==> src/rtl/i2c_pkg.sv <==
// Shared I2C definitions: FSM state encodings and bus-level constants used by
// the target, the controller and their benches.
package i2c_pkg;

  typedef enum logic [3:0] {
    ST_IDLE,
    ST_ADDR,
    ST_ADDR_ACK,
    ST_REG,
    ST_REG_ACK,
    ST_WR_HI,
    ST_WR_HI_ACK,
    ST_WR_LO,
    ST_WR_LO_ACK,
    ST_RD_BYTE,
    ST_RD_ACK,
    ST_IGNORE
  } i2c_state_e;

  localparam logic I2C_ACK  = 1'b0;
  localparam logic I2C_NACK = 1'b1;

  // Position of the R/W flag within the address byte
  localparam int RW_BIT = 0;

endpackage

==> src/rtl/i2c_line_sync.sv <==
// Synchronizes SCL/SDA into the clk domain and derives bus events
// (SCL edges, START, STOP) purely from the synchronized values.
module i2c_line_sync #(
  parameter int SYNC_STAGES = 2
) (
  input  logic clk,
  input  logic rst_n,
  input  logic scl_i,
  input  logic sda_i,
  output logic scl_rise,
  output logic scl_fall,
  output logic start_det,
  output logic stop_det,
  output logic sda_s
);

  logic [SYNC_STAGES-1:0] scl_sync;
  logic [SYNC_STAGES-1:0] sda_sync;
  logic                   scl_h;
  logic                   sda_h;
  logic                   scl_s;

  // Everything resets to the idle-bus level so reset never fabricates an edge
  always_ff @(posedge clk) begin
    if (!rst_n) begin
      scl_sync <= '1;
      sda_sync <= '1;
      scl_h    <= 1'b1;
      sda_h    <= 1'b1;
    end else begin
      scl_sync <= {scl_sync[SYNC_STAGES-2:0], scl_i};
      sda_sync <= {sda_sync[SYNC_STAGES-2:0], sda_i};
      scl_h    <= scl_s;
      sda_h    <= sda_s;
    end
  end

  assign scl_s = scl_sync[SYNC_STAGES-1];
  assign sda_s = sda_sync[SYNC_STAGES-1];

  assign scl_rise = scl_s & ~scl_h;
  assign scl_fall = ~scl_s & scl_h;

  // SCL must be high on both samples, so a simultaneous SCL fall never looks like START/STOP
  assign start_det = scl_s & scl_h & sda_h & ~sda_s;
  assign stop_det  = scl_s & scl_h & ~sda_h & sda_s;

endmodule

==> src/rtl/i2c_target.sv <==
// I2C target bridging address/pointer/data-pair transactions onto an
// 8-bit-addressed, 16-bit-wide register-file port; SDA is open-drain only.
module i2c_target
  import i2c_pkg::*;
#(
  parameter logic [6:0] ADDRESS     = 7'h48,
  parameter int         SYNC_STAGES = 2
) (
  input  logic        clk,
  input  logic        rst_n,
  input  logic        scl_i,
  input  logic        sda_i,
  output logic        sda_oe,
  output logic [7:0]  reg_addr,
  output logic [15:0] wr_data,
  output logic        wr_valid,
  output logic        rd_req,
  input  logic [15:0] rd_data,
  output logic        busy
);

  logic scl_rise, scl_fall, start_det, stop_det, sda_s;

  i2c_line_sync #(.SYNC_STAGES(SYNC_STAGES)) u_sync (
    .clk       (clk),
    .rst_n     (rst_n),
    .scl_i     (scl_i),
    .sda_i     (sda_i),
    .scl_rise  (scl_rise),
    .scl_fall  (scl_fall),
    .start_det (start_det),
    .stop_det  (stop_det),
    .sda_s     (sda_s)
  );

  i2c_state_e  state_q, state_d;
  logic [3:0]  cnt_q, cnt_d;
  logic [6:0]  shreg_q, shreg_d;
  logic [7:0]  data_hi_q, data_hi_d;
  logic [15:0] tx_q, tx_d;
  logic        hi_sel_q, hi_sel_d;
  logic [7:0]  reg_addr_d;
  logic [15:0] wr_data_d;
  logic        wr_valid_d, rd_req_d, sda_oe_d, busy_d;
  logic [7:0]  rx_byte, cur_byte;
  logic [2:0]  bit_idx;

  assign rx_byte  = {shreg_q, sda_s};
  assign cur_byte = hi_sel_q ? tx_q[15:8] : tx_q[7:0];
  assign bit_idx  = 3'd7 - cnt_q[2:0];

  always_ff @(posedge clk) begin
    if (!rst_n) begin
      state_q   <= ST_IDLE;
      cnt_q     <= 4'd0;
      shreg_q   <= 7'd0;
      data_hi_q <= 8'h00;
      tx_q      <= 16'h0000;
      hi_sel_q  <= 1'b1;
      reg_addr  <= 8'h00;
      wr_data   <= 16'h0000;
      wr_valid  <= 1'b0;
      rd_req    <= 1'b0;
      sda_oe    <= 1'b0;
      busy      <= 1'b0;
    end else begin
      state_q   <= state_d;
      cnt_q     <= cnt_d;
      shreg_q   <= shreg_d;
      data_hi_q <= data_hi_d;
      tx_q      <= tx_d;
      hi_sel_q  <= hi_sel_d;
      reg_addr  <= reg_addr_d;
      wr_data   <= wr_data_d;
      wr_valid  <= wr_valid_d;
      rd_req    <= rd_req_d;
      sda_oe    <= sda_oe_d;
      busy      <= busy_d;
    end
  end

  always_comb begin
    state_d    = state_q;
    cnt_d      = cnt_q;
    shreg_d    = shreg_q;
    data_hi_d  = data_hi_q;
    tx_d       = tx_q;
    hi_sel_d   = hi_sel_q;
    reg_addr_d = reg_addr;
    wr_data_d  = wr_data;
    wr_valid_d = 1'b0;
    rd_req_d   = 1'b0;
    sda_oe_d   = sda_oe;
    busy_d     = busy;

    // Read word is captured the cycle after the request pulse
    if (rd_req) tx_d = rd_data;

    if (start_det) begin
      state_d  = ST_ADDR;
      cnt_d    = 4'd0;
      sda_oe_d = 1'b0;
      busy_d   = 1'b1;
      hi_sel_d = 1'b1;
    end else if (stop_det) begin
      state_d  = ST_IDLE;
      cnt_d    = 4'd0;
      sda_oe_d = 1'b0;
      busy_d   = 1'b0;
    end else begin
      case (state_q)
        ST_ADDR, ST_REG, ST_WR_HI, ST_WR_LO: begin
          if (scl_rise) begin
            shreg_d = rx_byte[6:0];
            cnt_d   = cnt_q + 4'd1;
            if (cnt_q == 4'd7) begin
              cnt_d = 4'd0;
              case (state_q)
                ST_ADDR: begin
                  if (rx_byte[7:1] == ADDRESS) begin
                    state_d  = ST_ADDR_ACK;
                    rd_req_d = rx_byte[RW_BIT];
                  end else begin
                    state_d = ST_IGNORE;
                  end
                end
                ST_REG: begin
                  reg_addr_d = rx_byte;
                  state_d    = ST_REG_ACK;
                end
                ST_WR_HI: begin
                  data_hi_d = rx_byte;
                  state_d   = ST_WR_HI_ACK;
                end
                default: begin
                  wr_data_d  = {data_hi_q, rx_byte};
                  wr_valid_d = 1'b1;
                  state_d    = ST_WR_LO_ACK;
                end
              endcase
            end
          end
        end

        // First fall after the byte starts the ACK, the second one ends it
        ST_ADDR_ACK, ST_REG_ACK, ST_WR_HI_ACK, ST_WR_LO_ACK: begin
          if (scl_fall) begin
            if (!sda_oe) begin
              sda_oe_d = 1'b1;
            end else begin
              sda_oe_d = 1'b0;
              case (state_q)
                ST_ADDR_ACK: begin
                  if (shreg_q[RW_BIT]) begin
                    state_d  = ST_RD_BYTE;
                    cnt_d    = 4'd0;
                    sda_oe_d = ~cur_byte[7];
                  end else begin
                    state_d = ST_REG;
                  end
                end
                ST_REG_ACK:   state_d = ST_WR_HI;
                ST_WR_HI_ACK: state_d = ST_WR_LO;
                default: begin
                  reg_addr_d = reg_addr + 8'd1;
                  state_d    = ST_WR_HI;
                end
              endcase
            end
          end
        end

        ST_RD_BYTE: begin
          if (scl_rise && cnt_q != 4'd8) cnt_d = cnt_q + 4'd1;
          if (scl_fall) begin
            if (cnt_q == 4'd8) begin
              sda_oe_d = 1'b0;
              cnt_d    = 4'd0;
              state_d  = ST_RD_ACK;
            end else begin
              sda_oe_d = ~cur_byte[bit_idx];
            end
          end
        end

        ST_RD_ACK: begin
          if (scl_rise) begin
            if (sda_s == I2C_ACK) begin
              state_d = ST_RD_BYTE;
              cnt_d   = 4'd0;
              if (hi_sel_q) begin
                hi_sel_d = 1'b0;
              end else begin
                hi_sel_d   = 1'b1;
                reg_addr_d = reg_addr + 8'd1;
                rd_req_d   = 1'b1;
              end
            end else begin
              state_d = ST_IGNORE;
            end
          end
        end

        default: sda_oe_d = 1'b0;
      endcase
    end
  end

endmodule

==> config.mk <==
export PLATFORM = sky130hd
export DESIGN_NAME = i2c_target
export DESIGN_NICKNAME = d
export VERILOG_FILES = /design/src/rtl/i2c_pkg.sv /design/src/rtl/i2c_line_sync.sv /design/src/rtl/i2c_target.sv
export SDC_FILE = /design/constraint.sdc
export NUM_CORES = 1
export LEC_CHECK = 0
export ABC_AREA = 1
export CORE_UTILIZATION = 51
export DETAILED_ROUTE_END_ITERATION = 8
export PLACE_DENSITY = 0.86
export SLEW_MARGIN = 25
export SYNTH_ARGS = -nofsm -noshare
export SYNTH_HDL_FRONTEND = slang
export SYNTH_SLANG_ARGS = --single-unit
==> constraint.sdc <==
create_clock -name clk -period 1.9 [get_ports clk]
set_input_delay 0.285 -clock clk [delete_from_list [all_inputs] [get_ports clk]]
set_output_delay 0.285 -clock clk [all_outputs]
set_load 0.03 [all_outputs]
Word level (Yosys, flattened, before mapping)
Index checks and enable logic that the tools add are counted.
Cells by class
  $add $sub $neg: 3
  reductions and logical operators: 22
  shifts and indexed selects: 0
  divide/modulo/power cells: 0
  equality and inequality tests: 34
  muxes and demuxes: 58
  bitwise logic cells: 21
  order comparisons: 1
  $mul: 0
Operators by type and width (number)
  $mux 4: 20
  $mux 8: 10
  $ne 4x4->1 const B: 8
  $pmux 4 s4: 2
  $ne 2x2->1 const B: 13
  $pmux 8 s3: 1
  $reduce_and 8->1: 3
  $eq 4x3->1 const B: 5
  $mux 1: 19
  $eq 4x4->1 const B: 4
  $not 1->1: 14
  $pmux 4 s3: 1
  $reduce_and 12->1: 1
  $reduce_and 6->1: 2
  $reduce_or 3->1: 3
  $add 8x1->8 const B: 1
  $eq 4x2->1 const B: 2
  $pmux 4 s2: 1
  $reduce_and 4->1: 2
  $reduce_or 4->1: 2
  $and 1x1->1: 7
  $eq 7x7->1 const B: 1
  $reduce_bool 6->1: 1
  $reduce_or 6->1: 1
  15 further kinds: 15
Word-level totals
  flip-flop bits (word level): 74
  memories: 0
  output and inout bits: 28
  memory bits (read-only): 0
  bits in writable memories: 0
  logic and storage cells: 156
  bits in latches: 0

Longest topological paths before layout
Gate-level depths: netlist of the first run.
  depth after elaboration: 8
  mapped depth: 13
  mapped depth without buffers: 13

By module
A second synthesis of the first run with hierarchy kept.
Unflattened totals
  cell total of the unflattened synthesis: 527
  area, all modules: 3653.5 µm²
By module, submodules not included
  i2c_target: seq. area each 1361.3 µm², instances 1, cells an instance 500, area each 3454.6 µm²
  i2c_line_sync: seq. area each 120.1 µm², instances 1, cells an instance 27, area each 198.9 µm²

Least setup slack after synthesis of the first run
OpenSTA, ideal clock, no wires.
  path kind: reg2reg
  start point: reg cnt_q[0]
  end point: reg reg_addr[1]
  library setup time: 116 ps
  required time: 1784 ps
  cell stages (with the launch flop): 11
  path slack: 242 ps
  period minus slack after synthesis: 1658 ps
  arrival time: 1542 ps
  path through: dfxtp_1 -> ha_1 -> nand3_1 -> nand2_1 -> nand2_1 -> nor2_1 -> nand2_2 -> nor2_8 -> nand2_4 -> o21ai_0 -> nor2_1
On the way
  longest elaborated chain between the ends: 3
RTL lines
  from (decl): RTL line i2c_target.sv:37  | logic [3:0] cnt_q, cnt_d;
  from (signal assigned): RTL line i2c_target.sv:68  | cnt_q <= cnt_d;
  $eq 4x3->1: RTL line i2c_target.sv:116  | if (cnt_q == 4'd7) begin
  $ne 2x2->1 (no source line)
  $reduce_and 12->1 (no source line)
  to (signal assigned): RTL line i2c_target.sv:73  | reg_addr <= reg_addr_d;
  to (decl): RTL line i2c_target.sv:14  | output logic [7:0] reg_addr,
No other way between the ends.
A chain may end at the register's enable or synchronous reset.

Worst setup path after layout of the first run
  start point: reg reg_addr[5]
  end point: out reg_addr[5]
No word-level cell between the ends.

==> flow_summary.ini, run 1 <==
[route]
drc = 1
viasPerCell = 5.374
vias = 3536
drtAntennaViolNets = 0
first_pass_iters = 9
wl_per_cell_um = 13.34
drtIter0Drc = 222
wl_mm = 8.781

[flow_run]
max-cap-violations = 0

[floorplanning]
fp.coreArea_mm2 = 0.006495
die_h_um = 84.97
ioPinCount = 48
die_area_mm2 = 0.007220
die_x_um = 84.97
initial_core_util_pct = 54.06
rows = 29

[cells_and_area]
num_antenna_cells = 0
final_common_cell = nor2_1
final_cell_mix = 106 x nor2_1, 91 x nand2_1, 71 x dfxtp_1
final_area_mm2 = 0.004362
layout-drive-gt1-share_pct = 10.84
nNetsFinal = 599
final_util_pct = 67.15
area_growth_pct = 24.23

[timing]
skew_ns = 0.01012
slew_headroom_pct = 68.84
fin_crit_ns = 1.784
slew_violations = 0
setup_viol = 0
fmax_mhz = 560.6
worst_pin_slew_ns = 0.4674
rsz0062_at_grt = false
final_hold_viol_count = 0
tns_ns = 0
fin_crit_sh_pct = 93.89

[worst_setup_path]
cp_data_required_time_ns = 1.62
critical-path-top-delay-family = buffers and inverters
cp_cell_sequence = clkdlybuf4s50_1
cp.buffers_inverters = 1
slowest_delay_ns = 0.71
worst-path-max-fanout = 6
crit_path_start_kind = flop
worst-setup-path-type = reg -> out
cp_slowest_cell = clkdlybuf4s50_1
cp.arrival_ns = 1.50
cp-end-kind = output port

[place]
port_buffers = 47
postPlaceCellArea_mm2 = 0.004135
dp_hpwl_mm = 6.329
gp_congestion = 0.9620

[global_route]
antenna_found_initial = 0
track_usage_pct = 25.72
grt_pass1_vias = 3169
overflow = 0
grt_max_degree = 60
grt_pass1_wl_mm = 14.59

[synthesis]
syn_area_mm2 = 0.003511
netlist_instances = 517
synth_fp_nets = 540
ys_seq_area_share_pct = 42.20
ys_ff_latch = 74
ys_warn_count = 0
avgSynthCellArea_um2 = 6.791
ys_types = 29

[clocking]
root_buffer = clkbuf_8
cts_made_buffers = 9
insertion_delay_ns = 0.35
cts_tree = done
postCtsHoldBufs = 0
clockBufferDepth = 2
h-tree-depth = 3
clock-sinks = 74
path_clk_slew_ns = 0.08

[status]
status = finished with violations
violations = design-rule violations

[hold_path]
hold_path.class = reg -> reg

[pwr]
leakage_uw = 0.001920
powerDensity_mw_per_mm2 = 1154
finalPower_uw = 5033
ir_drop_uv = 588.3
[path summary, 6_finish.rpt]
path / startpoint / endpoint / slack [ns] / cells past startpoint
setup / recovery: reg_addr[5] / reg_addr[5] / 0.12 / 1
hold reg to reg: u_sync.sda_sync[0] / u_sync.sda_sync[1] / 0.42 / 1
hold / removal: u_sync.sda_sync[0] / u_sync.sda_sync[1] / 0.42 / 1
setup reg to reg: cnt_q[0] / wr_data[5] / 0.17 / 8
[power by group]
part	leakage, uW	internal, uW	switching [uW]	total [uW]
clock network	0.0000995	654	631	1290
registers	0.000601	1700	174	1870
logic	0.00122	690	1190	1880
[final cells by class]
| type | instances | area [um2] |
|---|---|---|
| fillers | 547 | 2133 |
| multi-input cells | 375 | 1770 |
| flip-flops and latches | 74 | 1485 |
| clock inverters | 6 | 71.32 |
| well taps | 77 | 96.34 |
| repair buffers | 63 | 593.1 |
| clock buffers | 10 | 137.6 |
| inverters | 53 | 207.7 |
[layer usage]
| layer | vias to the layer above | wire length [um] | GRT usage [%] |
|---|---|---|---|
| met4 | 0 | 187 | 12.63 |
| met3 | 16 | 509 | 4.669 |
| met1 | 1626 | 4139 | 35.11 |
| li1 | 1788 | - | - |
| met2 | 106 | 3943 | 39.30 |
| met5 | - | 0 | 0 |
[cell usage after synthesis (all sizes together)]
library cell | n | share of area (%)
clkinv | 3 | 0.46
clkbuf | 10 | 1.1
o22ai | 1 | 0.18
inv | 50 | 5.3
buf | 5 | 0.71
o21ai | 67 | 9.6
dfxtp | 74 | 42
a21oi | 38 | 5.4
nand2 | 102 | 12
nand4 | 10 | 1.8
o2111ai | 3 | 0.75
nor4 | 1 | 0.18
or2 | 4 | 0.71
a211oi | 1 | 0.21
nand3 | 23 | 3.3
xnor2 | 1 | 0.25
ha | 3 | 1.1
o31ai | 2 | 0.43
nor2 | 112 | 13
xor2 | 4 | 1.0
nor3 | 3 | 0.43
[metrics by stage]
step / std cells / hold WS [ns] / setup WS, ns
floorplan: 517 / 0.3916 / 0.2418
global placement: 642 / 0.4006 / 0.1369
detailed placement: 642 / 0.4037 / 0.1340
CTS: 658 / 0.4222 / 0.005318
global route: 658 / 0.4443 / 0.02635
finish: 658 / 0.4178 / 0.1162
[timing repair]
item                                    4_1_cts  5_1_grt
setup buffers                                 0        0
gates resized for setup                       0        7
endpoints found under the setup margin        0       10
[cell families (layout without fill, tap and decap cells)]
kind of cell    Yosys count  count (layout)  synth area share, %
compound gates          112             112                16.54
fa+ha+maj                 3               3                1.069
buf+inv                  68             132                7.591
simple gates            255             255                31.36
flops                    74              74                42.20
xor+xnor                  5               5                1.247
[state kept, by name (all words and copies together), names as in the netlist]
register / count
sda_oe: 1
reg_addr: 8
data_hi_q: 8
busy: 1
shreg_q: 7
tx_q: 16
u_sync.sda_h: 1
rd_req: 1
u_sync.scl_h: 1
wr_data: 16
state_q: 4
hi_sel_q: 1
u_sync.scl_sync: 2
wr_valid: 1
u_sync.sda_sync: 2
cnt_q: 4
Note: power is estimated with default switching activity, not from simulation.
==> inputs of run 2 (changes only) <==
--- a/config.mk
+++ b/config.mk
@@ -6,6 +6,7 @@
 export NUM_CORES = 1
 export LEC_CHECK = 0
 export ABC_AREA = 1
+export CORE_ASPECT_RATIO = 0.9
 export CORE_UTILIZATION = 51
 export DETAILED_ROUTE_END_ITERATION = 8
 export PLACE_DENSITY = 0.86
==> constraint.sdc (replaced) <==
create_clock -name clk -period 2.27 [get_ports clk]
set_input_delay 0.454 -clock clk [delete_from_list [all_inputs] [get_ports clk]]
set_output_delay 0.454 -clock clk [all_outputs]
set_load 0.03 [all_outputs]
==> run 2 against run 1 <==
Net effect: the flow now finishes without violations; clock skew rose by 0.0023 ns; first-iteration DRC count up 42%; clock power fell by 10%; power down 15%; clock-buffer cell count fell by 1; final area down 0.98%; combinational power down 19%; critical endpoint is now reg_addr[0]; highest routed layer unchanged.
==> flow_summary.ini, run 2 (synthesis gave the netlist of run 1 again) <==
[status]
status = finished, final reports clean

[cells_and_area]
layout_top_registers = tx_q (16), wr_data (16)
num_antenna_cells = 0
regArea_mm2 = 0.001481
nNetsFinal = 591
final_common_cell = nor2_1
multiInputGateArea_mm2 = 0.001768
layoutNonFillerInstCount = 663
layout-drive-gt1-share_pct = 8.901
area_growth_pct = 23.02
final_cell_mix = 107 x nor2_1, 91 x nand2_1, 74 x dfxtp_1
fillCellCount = 547

[route]
drtAntennaViolNets = 0
first_pass_iters = 5
wl_per_cell_um = 13.57
vias = 3628
drc = 0
drtIter0Drc = 316
wl_mm = 8.998
viasPerCell = 5.472

[worst_setup_path]
worst-setup-path-type = reg -> reg
timing.rr.end = reg_addr[0]
cp-end-kind = flop
r2r_start = cnt_q[0]
worst-path-max-fanout = 8
cp_data_required_time_ns = 2.52
cp.arrival_ns = 2.27
r2r_cells = 10
ff2ff_setup_slack_ns = 0.25
crit_path_start_kind = flop

[hold_path]
hold_start = u_sync.sda_sync[0]
hold_depth = 1
min_to = u_sync.sda_sync[1]
hold_path.class = reg -> reg

[timing]
fin_crit_sh_pct = 89.01
worst_pin_slew_ns = 0.4821
rsz0062_at_grt = false
slew_headroom_pct = 67.74
final_hold_viol_count = 0
tns_ns = 0
slew_violations = 0
setup_viol = 0
fmax_mhz = 494.9
fin_crit_ns = 2.020
skew_ns = 0.01246

[clocking]
root_buffer = clkbuf_8
h-tree-depth = 3
cts_made_buffers = 9
clockBufferDepth = 2
path_clk_slew_ns = 0.08
cts_tree = done
postCtsHoldBufs = 0
clock-sinks = 74
insertion_delay_ns = 0.36

[global_route]
overflow = 0
grt_pass1_vias = 3167
grt_max_degree = 44
grt_pass1_wl_mm = 14.61
track_usage_pct = 26.51
antenna_found_initial = 0

[pwr]
powerDensity_mw_per_mm2 = 985.9
ir_drop_uv = 449.0
leakage_uw = 0.001885
finalPower_uw = 4258

[place]
dp_hpwl_mm = 6.329
dpl.cell_count = 647
gp_congestion = 0.9170
port_buffers = 47

[floorplanning]
initial_core_util_pct = 53.02
die_area_mm2 = 0.007220
die_x_um = 89.46
rows = 28
die_h_um = 80.71
fp.coreArea_mm2 = 0.006621
ioPinCount = 48

[flow_run]
max-cap-violations = 0
==> run 2: cell types whose count changed in the layout (fill, tap and decap cells not counted), sizes merged <==
cell	previous run	this run
inv	51	53
dlymetal6s2s	1	0
clkbuf	10	9
clkinvlp	3	1
buf	16	8
bufinv	1	2
clkdlybuf4s50	46	47
==> run 2: critical path, cell delays in order (launching register included) <==
cell,delay (ns)
dfxtp_1,0.45
ha_1,0.23
nand3_1,0.21
nand2_1,0.14
nand2_1,0.05
nor2_1,0.21
nand2_2,0.13
nor2_8,0.15
nand2_4,0.10
o21ai_0,0.18
nor2_1,0.07
==> run 2: layout make-up <==
| type | instances | share of cell area (%) |
|---|---|---|
| sequential | 74 | 34.30 |
| clock buffer | 9 | 2.868 |
| tap | 90 | 2.607 |
| multi-input combinational | 375 | 40.93 |
| timing repair buffer | 55 | 12.28 |
| inverter | 53 | 4.722 |
| clock inverter | 7 | 2.289 |
==> run 2: how the worst max path moves through the flow <==
stage                     from           to  cells past startpoint
floorplan             cnt_q[0]  reg_addr[1]                     10
global placement    state_q[2]  reg_addr[1]                     11
detailed placement  state_q[2]  reg_addr[0]                     11
CTS                 state_q[2]  reg_addr[0]                     11
global route          cnt_q[0]  reg_addr[0]                     10
finish                cnt_q[0]  reg_addr[0]                     10
==> run 2: routing by layer <==
| metal | share of wire [%] | vias up | global-route usage [%] |
|---|---|---|---|
| met5 | 0 | - | 0 |
| met4 | 1.5 | 0 | 9.841 |
| met3 | 7.3 | 14 | 4.317 |
| met2 | 45 | 168 | 40.84 |
| met1 | 46 | 1671 | 37.25 |
| li1 | - | 1775 | - |
==> run 2: timing repair <==
item | 4_1_cts | 5_1_grt
endpoints found under the setup margin | 0 | 1
gates resized for setup | 0 | 1
setup buffers | 0 | 0
==> run 2: where the power goes <==
part / switching (uW) / internal (uW)
registers: 151 / 1420
logic: 980 / 551
clock network: 528 / 628
==> run 2: through the flow <==
stage          worst slack, ns  cell area (um2)  util [%]  hold WS [ns]
3_5_place_dp            0.2109             4091     61.79        0.3982
3_3_place_gp            0.2674             4091     61.79        0.3957
5_1_grt                0.06736             4319     65.23        0.4308
6_report                0.2495             4319     65.23        0.4178
4_1_cts                 0.1916             4314     65.16        0.4214
2_1_floorplan           0.6118             3511         -        0.3925
